## src/rtl/game_ctrl.sv

```systemverilog
// game_ctrl: Pong game sequencer. Tracks scores, times the serve delay and
// the end-of-game hold from the 1 ms tick, and drives the renderer mode and
// the ball/paddle control signals. Every output is a flop.
module game_ctrl #(
  parameter int unsigned WIN_SCORE      = 7,
  parameter int unsigned SERVE_DELAY_MS = 1000,
  parameter int unsigned END_HOLD_MS    = 3000
) (
  input  logic       clk,
  input  logic       reset,
  input  logic       tick_1ms,
  input  logic       start,
  input  logic       sp,
  input  logic       miss_left,
  input  logic       miss_right,
  output logic [1:0] game_state,
  output logic [3:0] score1,
  output logic [3:0] score2,
  output logic       ball_reset,
  output logic       freeze,
  output logic       serve_dir
);

  typedef enum logic [2:0] {
    ST_IDLE  = 3'd0,
    ST_SERVE = 3'd1,
    ST_PLAY  = 3'd2,
    ST_WIN1  = 3'd3,
    ST_WIN2  = 3'd4
  } state_e;

  localparam logic [3:0]  WIN_PTS    = 4'(WIN_SCORE);
  localparam logic [15:0] SERVE_LAST = 16'(SERVE_DELAY_MS - 1);
  localparam logic [15:0] HOLD_DONE  = 16'(END_HOLD_MS);

  state_e      state_q, state_d;
  logic [15:0] timer_q, timer_d;
  logic [3:0]  score1_q, score1_d;
  logic [3:0]  score2_q, score2_d;
  logic        serve_dir_q, serve_dir_d;
  logic        start_prev_q, start_prev_d;
  logic [1:0]  game_state_q, game_state_d;
  logic        ball_reset_q, ball_reset_d;
  logic        freeze_q, freeze_d;

  logic        start_edge;
  logic [3:0]  score1_inc;
  logic [3:0]  score2_inc;

  assign start_edge = start & ~start_prev_q;
  assign score1_inc = score1_q + 4'd1;
  assign score2_inc = score2_q + 4'd1;

  // Next-state, score, timer and serve-direction logic for the game sequence.
  always_comb begin
    // NOTE: every variable gets a default before the case so no path leaves it unassigned (no latch).
    state_d      = state_q;
    timer_d      = timer_q;
    score1_d     = score1_q;
    score2_d     = score2_q;
    serve_dir_d  = serve_dir_q;
    start_prev_d = start;

    unique case (state_q)
      ST_IDLE: begin
        if (start_edge) begin
          state_d     = ST_SERVE;
          timer_d     = '0;
          score1_d    = '0;
          score2_d    = '0;
          serve_dir_d = 1'b1;
        end
      end

      ST_SERVE: begin
        // Start and misses are deliberately ignored while the ball is held.
        if (tick_1ms) begin
          if (timer_q == SERVE_LAST) begin
            state_d = ST_PLAY;
            timer_d = '0;
          end else begin
            timer_d = timer_q + 16'd1;
          end
        end
      end

      ST_PLAY: begin
        // Timer is idle in play so every following state starts from zero.
        timer_d = '0;
        if (miss_left && miss_right) begin
          state_d = ST_SERVE;
        end else if (miss_left) begin
          score2_d    = score2_inc;
          serve_dir_d = 1'b0;
          state_d     = (score2_inc == WIN_PTS) ? ST_WIN2 : ST_SERVE;
        end else if (miss_right && !sp) begin
          score1_d    = score1_inc;
          serve_dir_d = 1'b1;
          state_d     = (score1_inc == WIN_PTS) ? ST_WIN1 : ST_SERVE;
        end
      end

      ST_WIN1, ST_WIN2: begin
        // Hold timer saturates; only then may a new game start.
        if (tick_1ms && (timer_q != HOLD_DONE)) begin
          timer_d = timer_q + 16'd1;
        end
        if (start_edge && (timer_q == HOLD_DONE)) begin
          state_d     = ST_SERVE;
          timer_d     = '0;
          score1_d    = '0;
          score2_d    = '0;
          serve_dir_d = 1'b1;
        end
      end

      default: begin
        state_d = ST_IDLE;
        timer_d = '0;
      end
    endcase
  end

  // Output values are derived from the next state so they register alongside it.
  always_comb begin
    game_state_d = 2'b00;
    unique case (state_d)
      ST_SERVE, ST_PLAY: game_state_d = 2'b01;
      ST_WIN1:           game_state_d = 2'b10;
      ST_WIN2:           game_state_d = 2'b11;
      default:           game_state_d = 2'b00;
    endcase
    freeze_d     = (state_d != ST_PLAY);
    ball_reset_d = (state_d == ST_SERVE) && (state_q != ST_SERVE);
  end

  // State and registered outputs, with synchronous active-low reset.
  always_ff @(posedge clk) begin
    // NOTE: sequential state uses non-blocking assignments so all flops update together at the edge.
    if (!reset) begin
      state_q      <= ST_IDLE;
      timer_q      <= '0;
      score1_q     <= '0;
      score2_q     <= '0;
      serve_dir_q  <= 1'b1;
      // Resets high so a button held through reset is not seen as a press.
      start_prev_q <= 1'b1;
      game_state_q <= 2'b00;
      ball_reset_q <= 1'b0;
      freeze_q     <= 1'b1;
    end else begin
      state_q      <= state_d;
      timer_q      <= timer_d;
      score1_q     <= score1_d;
      score2_q     <= score2_d;
      serve_dir_q  <= serve_dir_d;
      start_prev_q <= start_prev_d;
      game_state_q <= game_state_d;
      ball_reset_q <= ball_reset_d;
      freeze_q     <= freeze_d;
    end
  end

  assign game_state = game_state_q;
  assign score1     = score1_q;
  assign score2     = score2_q;
  assign ball_reset = ball_reset_q;
  assign freeze     = freeze_q;
  assign serve_dir  = serve_dir_q;

endmodule
```

## config.mk

```make
export PLATFORM = sky130hd
export DESIGN_NAME = game_ctrl
export DESIGN_NICKNAME = d
export VERILOG_FILES = /design/src/rtl/game_ctrl.sv
export SDC_FILE = /design/constraint.sdc
export NUM_CORES = 1
export LEC_CHECK = 0
export ABC_CLOCK_PERIOD_IN_PS = 3500
export BUFFER_PORTS_ARGS = -buffer_cell sky130_fd_sc_hd__buf_2
export CAP_MARGIN = 25
export CORE_MARGIN = 2
export CORE_UTILIZATION = 31
export DETAILED_ROUTE_END_ITERATION = 10
export PLACE_DENSITY = 0.51
export SYNTH_ARGS = -nofsm -noshare
export SYNTH_HDL_FRONTEND = slang
export SYNTH_SLANG_ARGS = --single-unit
```

## constraint.sdc

```tcl
create_clock -name clk -period 3.5 [get_ports clk]
set_clock_uncertainty 0.05 [all_clocks]
set_input_delay 0.35 -clock clk [delete_from_list [all_inputs] [get_ports clk]]
set_output_delay 0.35 -clock clk [all_outputs]
set_load 0.03 [all_outputs]
```

==> run summary <==
H-tree depth - 2
CTS Sinks - 33
final setup TNS - 0 ps
area grow syn2layout - 14.88%
cell area after synthesis - 1909 um2
fmax - 424.0 MHz
Synth async-reset ratio - 0%
GP Congestion - 0.8032
vias per cell - 5.281
syn nets - 244
DR pass1 iterations - 4
core area - 5921 um2
cts repair resizes - 0
share of cells above drive strength 1 - 15.48%
CP Data Required Time - 3670 ps
Worst-Margin Slew - 666.6 ps
RSZ-0062 raised after global routing - false
clock slew at reported path FFs - 70 ps
# setup viols final - 0
flops & latches, synth - 33
EDFF count, synth - 0
vias in the first global route - 1,499
Crit path arrival time - 2530 ps
Antenna Nets Post-Route - 0
placed cell area - 2077 um2
DR WL/cell - 13.35 um
row cnt - 28
hold buffer count at cts - 0
synth warn - 0
Min Clock Period, post-route - 2358 ps
commonest non-fill, non-tap cells in the layout - 33 x dfxtp_1, 25 x nand2_1, 22 x nor2_1
I/O Buffers - 19
power per cell area - 372.0 nW/um2
Post-route DRC - 0
first-pass GRT wire length - 7113 um
clk_lat worst skew - 290 ps
Die Area - 6803 um2
DP HPWL - 3221 um
Max VDD drop - 0.1324 mV
wl on met1 - 2151 um
WL final - 4365 um
max-cap violations - 0
CP endpoint kind - flip-flop
commonest non-fill, non-tap cell in the layout - dfxtp_1
initial drt markers - 80
WS Path Type - flip-flop to flip-flop
Max FO, Critical Path - 13
global route overflow - 0
Root Driver - clkbuf_8
Diodes inserted - 0
Setup Fix Bufs, Post-CTS - 0
outcome - completed
Tot GR Track Use - 13.69%
Fin. Hold Viols - 0
DIE WIDTH - 82.48 um
die height - 82.48 um
syn_area_per_cell - 8.266 um2
pin count of the biggest net entering global routing - 16
top routing layer in use - met4
DR vias - 1,727
cell area after layout - 2193 um2
initial core utilization - 32.25%
met2 WL - 1993 um
leakage dissipation - 0.8052 nW
post-synthesis cell count - 231
Max Slew Vio Count - 0
wire length on met3 - 183 um
Worst slew margin - 55.46%
register area share after synthesis - 34.60%
unique cell type count in the Yosys netlist - 56
type of origin of the critical path - flip-flop
# IOs - 20
Clock Tree Buf Depth - 2
NumNets Final - 264
Num CTS Buffers - 5
initial antenna violation count - 0
Final period util - 67.38%
CTS tree - yes
Hold/Removal Path Class - input pin to flip-flop
main flop type after synthesis - dfxtp_1
[worst paths after layout]
check | startpoint | end | slack [ps] | cells past startpoint
setup / recovery | state_q[0] | timer_q[11] | 1140 | 6
hold / removal | start | start_prev_q | 250 | 2
setup reg to reg | state_q[0] | timer_q[11] | 1140 | 6
hold reg to reg | serve_dir | serve_dir | 450 | 2
[per-layer routing]
metal	up-vias	track usage, %
li1	882	-
met1	814	17.78
met2	27	21.69
met3	4	3.804
met4	0	4.833
met5	-	0
[critical path, stage by stage (launching register included)]
cell     delay (ps)
dfxtp_1         560
nand2_1         130
o211a_1         180
nor3b_1         560
nand2_1         150
or4b_1          510
a21oi_1         140
[state kept, by name, summed over array words and instances, names as in the netlist]
register,cells
ball_reset,1
serve_dir,1
score1,4
state_q,3
freeze,1
game_state,2
start_prev_q,1
score2,4
timer_q,16
[layout make-up]
| cell class | instances | area, um2 |
|---|---|---|
| flip-flops and latches | 33 | 660.6 |
| inverters | 8 | 30.03 |
| fillers | 615 | 3727 |
| clock inverters | 1 | 30.03 |
| repair buffers | 21 | 110.1 |
| clock buffers | 7 | 86.33 |
| well taps | 75 | 93.84 |
| multi-input cells | 182 | 1182 |
[kinds of logic (layout without fill, tap and decap cells)]
logic type	Yosys count	count (layout)	synth area share (%)
compound gates	47	47	16.64
xor+xnor	12	12	5.505
fa+ha+maj	6	6	3.932
buf+inv	16	37	3.473
flops	33	33	34.60
mux	2	2	1.245
simple gates	115	115	34.60
[synthesized netlist by cell type, drive strengths merged (6+ instances only)]
cell | count | area (um2)
a21oi | 11 | 55.05
dfxtp | 33 | 660.6
ha | 6 | 75.07
inv | 7 | 26.28
nand2 | 25 | 93.84
nand2b | 8 | 50.05
nand3 | 12 | 60.06
nand4 | 6 | 37.54
nor2 | 22 | 82.58
nor3 | 7 | 35.03
o21ai | 7 | 38.78
xor2 | 11 | 96.34
[stage by stage]
| stage | std cells | utilization [%] | total power [mW] | setup slack [ps] | hold slack (ps) |
|---|---|---|---|---|---|
| floorplan | 231 | - | 0.4355 | 1357 | 401.5 |
| global placement | 319 | 35.08 | 0.4547 | 1207 | 433.1 |
| detailed placement | 319 | 35.08 | 0.4542 | 1193 | 431.2 |
| CTS | 327 | 37.05 | 0.8327 | 1155 | 238.3 |
| global route | 327 | 37.05 | 0.8546 | 945.8 | 259.8 |
| finish | 327 | 37.05 | 0.8160 | 1142 | 251.0 |
[report_power, final]
| part | switching (mW) | internal [mW] |
|---|---|---|
| Clock | 0.139 | 0.232 |
| Sequential | 0.00507 | 0.381 |
| Combinational | 0.0380 | 0.0215 |
| Total | 0.182 | 0.634 |
Power figures use the tool's default switching activity.
